==> src/rtl/pipeline_hazard_ctrl.sv <==
// Pipeline hazard controller: load-use stall, branch/jump flush, memory-wait freeze
// with timeout, and saturating stall/flush statistics.
module pipeline_hazard_ctrl (
    input  logic        clk,
    input  logic        reset,
    input  logic        idex_memread,
    input  logic [4:0]  idex_rt,
    input  logic [4:0]  ifid_rs,
    input  logic [4:0]  ifid_rt,
    input  logic        ifid_uses_rt,
    input  logic        ex_branch_taken,
    input  logic        id_jump,
    input  logic        mem_req,
    input  logic        mem_ready,
    input  logic        clr_cnt,
    output logic        pc_write,
    output logic        ifid_write,
    output logic        idex_write,
    output logic        exmem_write,
    output logic        ifid_flush,
    output logic        idex_null,
    output logic        mem_timeout,
    output logic [1:0]  state,
    output logic [15:0] stall_cnt,
    output logic [15:0] flush_cnt
);

    typedef enum logic [1:0] {
        ST_RUN      = 2'b00,
        ST_MEM_WAIT = 2'b01,
        ST_TIMEOUT  = 2'b10
    } state_t;

    state_t      r_state;
    logic [3:0]  r_wait_cnt;
    logic [15:0] r_stall_cnt;
    logic [15:0] r_flush_cnt;

    logic w_load_use;
    logic w_mem_stall;
    logic w_freeze;

    assign w_load_use  = idex_memread && (idex_rt != 5'd0) &&
                         ((idex_rt == ifid_rs) || (ifid_uses_rt && (idex_rt == ifid_rt)));
    assign w_mem_stall = mem_req && !mem_ready;
    // Any state other than RUN (including the unused encoding) holds the pipeline.
    assign w_freeze    = (r_state != ST_RUN) || w_mem_stall;

    always_comb begin
        pc_write    = 1'b1;
        ifid_write  = 1'b1;
        idex_write  = 1'b1;
        exmem_write = 1'b1;
        ifid_flush  = 1'b0;
        idex_null   = 1'b0;
        if (!reset) begin
            pc_write    = 1'b0;
            ifid_write  = 1'b0;
            idex_write  = 1'b0;
            exmem_write = 1'b0;
            idex_null   = 1'b1;
        end else if (w_freeze) begin
            pc_write    = 1'b0;
            ifid_write  = 1'b0;
            idex_write  = 1'b0;
            exmem_write = 1'b0;
        end else if (ex_branch_taken) begin
            ifid_flush  = 1'b1;
            idex_null   = 1'b1;
        end else if (w_load_use) begin
            pc_write    = 1'b0;
            ifid_write  = 1'b0;
            idex_null   = 1'b1;
        end else if (id_jump) begin
            ifid_flush  = 1'b1;
        end
    end

    always_ff @(posedge clk or negedge reset) begin
        if (!reset) begin
            r_state    <= ST_RUN;
            r_wait_cnt <= '0;
        end else begin
            case (r_state)
                ST_RUN: begin
                    if (w_mem_stall) begin
                        r_state    <= ST_MEM_WAIT;
                        r_wait_cnt <= '0;
                    end
                end
                ST_MEM_WAIT: begin
                    if (mem_ready) begin
                        r_state <= ST_RUN;
                    end else if (r_wait_cnt == 4'd15) begin
                        r_state <= ST_TIMEOUT;
                    end else begin
                        r_wait_cnt <= r_wait_cnt + 4'd1;
                    end
                end
                ST_TIMEOUT: r_state <= ST_TIMEOUT;
                default:    r_state <= ST_RUN;
            endcase
        end
    end

    always_ff @(posedge clk or negedge reset) begin
        if (!reset) begin
            r_stall_cnt <= '0;
            r_flush_cnt <= '0;
        end else if (clr_cnt) begin
            r_stall_cnt <= '0;
            r_flush_cnt <= '0;
        end else begin
            if (!pc_write && (r_stall_cnt != 16'hFFFF))
                r_stall_cnt <= r_stall_cnt + 16'd1;
            if (ifid_flush && (r_flush_cnt != 16'hFFFF))
                r_flush_cnt <= r_flush_cnt + 16'd1;
        end
    end

    assign state       = r_state;
    assign mem_timeout = (r_state == ST_TIMEOUT);
    assign stall_cnt   = r_stall_cnt;
    assign flush_cnt   = r_flush_cnt;

endmodule
==> config.mk <==
export PLATFORM = sky130hd
export DESIGN_NAME = pipeline_hazard_ctrl
export DESIGN_NICKNAME = d
export VERILOG_FILES = /design/src/rtl/pipeline_hazard_ctrl.sv
export SDC_FILE = /design/constraint.sdc
export NUM_CORES = 1
export LEC_CHECK = 0
export ABC_AREA = 1
export CAP_MARGIN = 25
export CORE_AREA = 2 2 86 88
export DETAILED_ROUTE_END_ITERATION = 8
export DIE_AREA = 0 0 88 90
export GPL_ROUTABILITY_DRIVEN = 0
export PLACE_DENSITY = 0.73
export SETUP_SLACK_MARGIN = 0.2
export SYNTH_ARGS = -nofsm -noshare
export SYNTH_HDL_FRONTEND = slang
export SYNTH_SLANG_ARGS = --single-unit
export TNS_END_PERCENT = 10
==> constraint.sdc <==
create_clock -name clk -period 4.5 [get_ports clk]
set_clock_uncertainty 0.05 [all_clocks]
set_input_delay 0.45 -clock clk [delete_from_list [all_inputs] [get_ports clk]]
set_output_delay 0.45 -clock clk [all_outputs]
set_load 0.05 [all_outputs]
# After elaboration in Yosys (flattened, before gate mapping)

Cells that the tools add are included.

Add/subtract/negate cells: 3
Eq/ne operators: 11
Muxes and demuxes: 27
Reduce and logical (&&, ||, !) cells: 18

Operator list:

| kind                  | count |
|---|---|
| $mux 16               | 4 |
| $add 16x1->16 const B | 2 |
| $ne 16x16->1 const B  | 2 |
| $mux 1                | 15 |
| $mux 4                | 3 |
| $eq 5x5->1            | 2 |
| $pmux 4 s2            | 1 |
| $reduce_bool 2->1     | 4 |
| $logic_and 1x1->1     | 6 |
| $mux 2                | 3 |
| $ne 2x2->1 const B    | 3 |
| $pmux 2 s3            | 1 |
| $reduce_bool 5->1     | 1 |
| $add 4x1->4 const B   | 1 |
| $eq 4x4->1 const B    | 1 |
| $reduce_and 4->1      | 1 |
| $ne 3x3->1 const B    | 1 |
| $eq 2x1->1 const B    | 1 |
| $eq 2x2->1 const B    | 1 |
| $logic_not 1->1       | 2 |
| $logic_not 2->1       | 1 |
| $logic_or 1x1->1      | 2 |
| $reduce_and 2->1      | 1 |

Bits in registers: 38
Output and inout port bits: 41
Word-level logic and storage cells: 63

# Longest topological paths before layout

Word-level depth: 12
Mapped depth: 12
Depth with buffers taken out: 11

# Least setup slack after synthesis

OpenSTA, ideal clock, no wires.

Path type: flip-flop to output port
From: register r_state[0] (netlist: state[0])
To: output ifid_flush
Arrival time: 2461 ps
Required time: 4000 ps
Path slack: 1539 ps
Cell stages (with the launch flop): 9
Buffers on the path: 1
Cells stage by stage: dfrtp_1 > nor2_1 > inv_2 > a21oi_2 > inv_2 > nor2_4 > nand2_4 > buf_2 > a21oi_1

Longest elaborated chain between the ends: 4

RTL lines:

| item                   | line | source |
|---|---|---|
| from (decl)            | 34   | `state_t r_state;` |
| from (signal assigned) | 81   | `r_state <= ST_RUN;` |
| from (signal assigned) | 87   | `r_state <= ST_MEM_WAIT;` |
| from (signal assigned) | 93   | `r_state <= ST_RUN;` |
| $reduce_bool 2->1      | 47   | `assign w_freeze = (r_state != ST_RUN) \|\| w_mem_stall;` |
| $logic_or 1x1->1       | 47   |  |
| $mux 1                 | 62   | `end else if (w_freeze) begin` |
| $mux 1                 | 56   | `if (!reset) begin` |
| to (decl)              | 20   | `output logic ifid_flush,` |

Every way passes these cells.

# Worst setup path after layout

From: input idex_rt[0]
To: output ifid_flush

Longest elaborated chain between the ends: 8
Elaborated cells on any way between the ends: 11

RTL lines:

| item                  | line | source |
|---|---|---|
| from (decl)           | 7    | `input logic [4:0] idex_rt,` |
| $eq 5x5->1            | 44   | `((idex_rt == ifid_rs) \|\| (ifid_uses_rt && (idex_rt == ifid_rt)));` |
| $logic_and 1x1->1     | 44   |  |
| $logic_or 1x1->1      | 44   |  |
| $logic_and 1x1->1 (*) | 43   | `assign w_load_use = idex_memread && (idex_rt != 5'd0) &&` |
| $mux 1 (*)            | 70   | `end else if (w_load_use) begin` |
| $mux 1 (*)            | 67   | `end else if (ex_branch_taken) begin` |
| $mux 1 (*)            | 62   |  |
| $mux 1 (*)            | 56   |  |

Every way passes the cells marked *; elsewhere a longest branch is shown, timed or not.

==> results by group <==
Critical path
  • WP data arrival: 2580 ps
  • Crit-path max FO: 19
  • Startpoint Class: primary input
  • Required time at the worst-slack endpoint: 4000 ps
  • Critical path endpoint category: output pin
  • Type of the worst setup path: in -> out

Global route
  • Total track usage: 0.177
  • First-pass GRT wire length: 11600 um
  • Number of global-route vias before repair: around 2600
  • Maximum number of pins on one net before global-route repair: 40
  • Number of antenna violations at the first check in global routing: 0
  • Global-route congestion overflow total: 0

Synth
  • Count of mapped cells out of synthesis: 394
  • Mapped cell area: ~2700 um^2
  • Number of nets in the synthesized netlist: approximately 420
  • Syn Area/Cell: 6.98 um^2
  • Sequential cell area fraction in the yosys report: 0.346
  • Cell variety after synth: 32
  • FF+latch count, synth: 38
  • Ys Warns: 0

Finish
  • Area Growth Syn to Fin: 28.6%
  • Number of nets in the finished design: 480
  • Final core utilization: 0.504
  • Non-filler instance count after layout: 553
  • Diode insertion count for antenna repair: 0
  • Fraction of layout instances using a drive strength above 1: 0.0705

Clocking
  • Number of clock sinks: 38
  • Post-CTS clock slew at the launch and capture registers of the worst setup and hold paths: 80 ps
  • Number of setup buffers added after CTS: 0
  • Hold-fix buffer count after cts: 0
  • TritonCTS clock tree: yes
  • Maximum number of buffers from clock root to sink: 2
  • # resized after CTS: 0
  • Root buffer selected by CTS: clkbuf_8
  • Number of buffers added by the clock tree synthesis step: 5
  • Clock latency at the later pin of the worst-skew pair: 290 ps
  • Max H-tree Level: 2

Floorplanning
  • Initial core utilization: 0.392
  • I/O pin total: 65
  • Width of the die: 88 um
  • Floorplan die area: 7920 um^2
  • Area of the core: approximately 7000 um^2
  • Num rows: 31
  • Die outline height: 90 um

Timing
  • Fin crit period: just over 3000 ps
  • Number of max-slew violations in the final report: 0
  • Fin Hold WS: between 200 and 250 ps
  • Tcrit/Tclk final: 0.685
  • Maximum clock frequency: between 300 and 400 MHz
  • Setup_tns: 0 ps
  • RSZ-0062 raised after global routing: false
  • Final hold vios: 0
  • Tightest slew margin relative to the limit: 0.549
  • Final number of setup-violating endpoints: 0
  • Slew at the pin closest to its max-slew limit: 675 ps

Routing
  • Number of antenna-violating nets in the routed design: 0
  • Number of vias after detailed routing: about 2700
  • Detailed-router iteration count before antenna repair: 4
  • Number of design rule violations left after detail routing: 0
  • Violation count after the first detailed-routing iteration: approximately 130
  • Vias/cell: ~4.9
  • Post-DR wirelength/cell: 12.0 um
  • WL final: 6630 um

Min path
  • Kind of path behind the tightest hold check: in -> async

Power and ir drop
  • Switching power total: 0.000201 W
  • Power density relative to cell area: 202 nW/um^2
  • Leakage power: 1.74 nW
  • Clock group share of total power: 0.347
  • Combinational group share of total power: 0.153
  • Switching part of the total: 0.282
  • Share of power burned in registers: 0.500
  • Peak supply drop: 0.000144 V
  • Internal power of the cells: 0.000512 W

Placement
  • Number of cells in the design after placement: 545
  • DP HPWL: 4950 um
  • Number of I/O port buffers: 64

Run
  • Max-cap check violation count: 0

Run status
  • Status: completed
[state kept, by name, summed over array words and instances, names as in the netlist]
signal / count
stall_cnt: 16
r_wait_cnt: 4
flush_cnt: 16
state: 2
[power by group through the flow]
stage	Clock, W	Combinational (W)	Sequential [W]
after floorplan	0	0.0000418	0.000380
after global placement	0	0.000108	0.000363
after detailed placement	0	0.000110	0.000363
after CTS	0.000258	0.000111	0.000357
after global routing	0.000270	0.000120	0.000358
final	0.000248	0.000109	0.000357
[layer usage]
| layer | track usage | routed length [um] | vias to the layer above | part of all wire |
|---|---|---|---|---|
| li1 | - | - | 1375 | - |
| met1 | 0.231 | 2970 | 1276 | 0.45 |
| met2 | 0.298 | 3210 | 72 | 0.48 |
| met3 | 0.0367 | 400 | 8 | 0.060 |
| met4 | 0.0372 | 59 | 0 | 0.0089 |
| met5 | 0 | 0 | - | 0 |
[area by class of cell]
type	instances	area, um^2
inverters	50	188
well taps	99	124
clock buffers	6	82.6
repair buffers	66	651
clock inverters	2	12.5
flip-flops and latches	38	951
fillers	707	3480
multi-input cells	292	1530
[placed cells by master (no fill, tap or decap), types with 4 or more instances in the layout]
master | netlist | layout
inv_1 | 45 | 45
nor3_1 | 7 | 7
xor2_1 | 20 | 20
o21ai_0 | 4 | 4
nand2_1 | 108 | 108
nand4_1 | 20 | 20
nand3_1 | 51 | 51
clkdlybuf4s50_1 | 0 | 63
xnor2_1 | 6 | 6
inv_2 | 5 | 5
dfrtp_1 | 38 | 38
nor2_1 | 47 | 47
clkbuf_8 | 0 | 6
[cell families (layout without fill, tap and decap cells)]
logic type                 after synthesis  after routing  synth area share
DFF                                     38             38             0.346
xor gates and xnor gates                26             26            0.0828
buffers and inverters                   64            124            0.0983
and+or+nand+nor                        250            250             0.432
adders and majority gates                3              3            0.0137
AOI/OAI and AO/OA                       13             13            0.0273
[final timing paths]
check	depth (start not counted)	slack, ps	to	startpoint
min	2	220	flush_cnt[0]	reset
min in group clk	1	440	r_wait_cnt[2]	r_wait_cnt[2]
max reg2reg	9	2410	stall_cnt[1]	stall_cnt[0]
max in group asynchronous	2	3820	stall_cnt[15]	reset
min reg2reg	1	440	r_wait_cnt[2]	r_wait_cnt[2]
max	9	1420	ifid_flush	idex_rt[0]
[cells in the mapped netlist]
| library cell | number | share of area |
|---|---|---|
| nand2_1 | 108 | 0.15 |
| nand3_1 | 51 | 0.093 |
| nor2_1 | 47 | 0.064 |
| inv_1 | 45 | 0.061 |
| dfrtp_1 | 38 | 0.35 |
| nand4_1 | 20 | 0.046 |
| xor2_1 | 20 | 0.064 |
| nor3_1 | 7 | 0.013 |
| buf_2 | 6 | 0.011 |
| xnor2_1 | 6 | 0.019 |
| inv_2 | 5 | 0.0068 |
| o21ai_0 | 4 | 0.0073 |
| a21oi_1 | 3 | 0.0055 |
| ha_1 | 3 | 0.014 |
| nand2_2 | 3 | 0.0068 |
| nand2_4 | 3 | 0.012 |
| nor2_4 | 3 | 0.012 |
| buf_1 | 2 | 0.0027 |
| buf_4 | 2 | 0.0055 |
| buf_6 | 2 | 0.0082 |
| clkbuf_1 | 2 | 0.0027 |
| nand3_2 | 2 | 0.0073 |
| nand4_4 | 2 | 0.015 |
| o21ai_1 | 2 | 0.0036 |
| a21oi_2 | 1 | 0.0032 |
| a22o_1 | 1 | 0.0032 |
| a31oi_1 | 1 | 0.0023 |
| and3_1 | 1 | 0.0023 |
| nand3_4 | 1 | 0.0064 |
| nor3_2 | 1 | 0.0036 |
| nor3b_1 | 1 | 0.0027 |
| o22ai_1 | 1 | 0.0023 |
[worst max-delay path: stages]
cell and delay, ps:
clkdlybuf4s50_1 460, inv_1 110, nand4_1 80, o21ai_1 120
inv_1 90, nand3_4 110, nand2_4 150, a21oi_1 170
clkdlybuf4s50_1 830
[stage by stage]
step	power (W)	instance area (um^2)	setup WS (ps)
finish	0.000714	3540	1420
global route	0.000747	3540	1280
CTS	0.000725	3540	1400
detailed placement	0.000473	3440	1400
global placement	0.000471	3440	1460
floorplan	0.000422	2750	1540
Power figures use the tool's default switching activity.
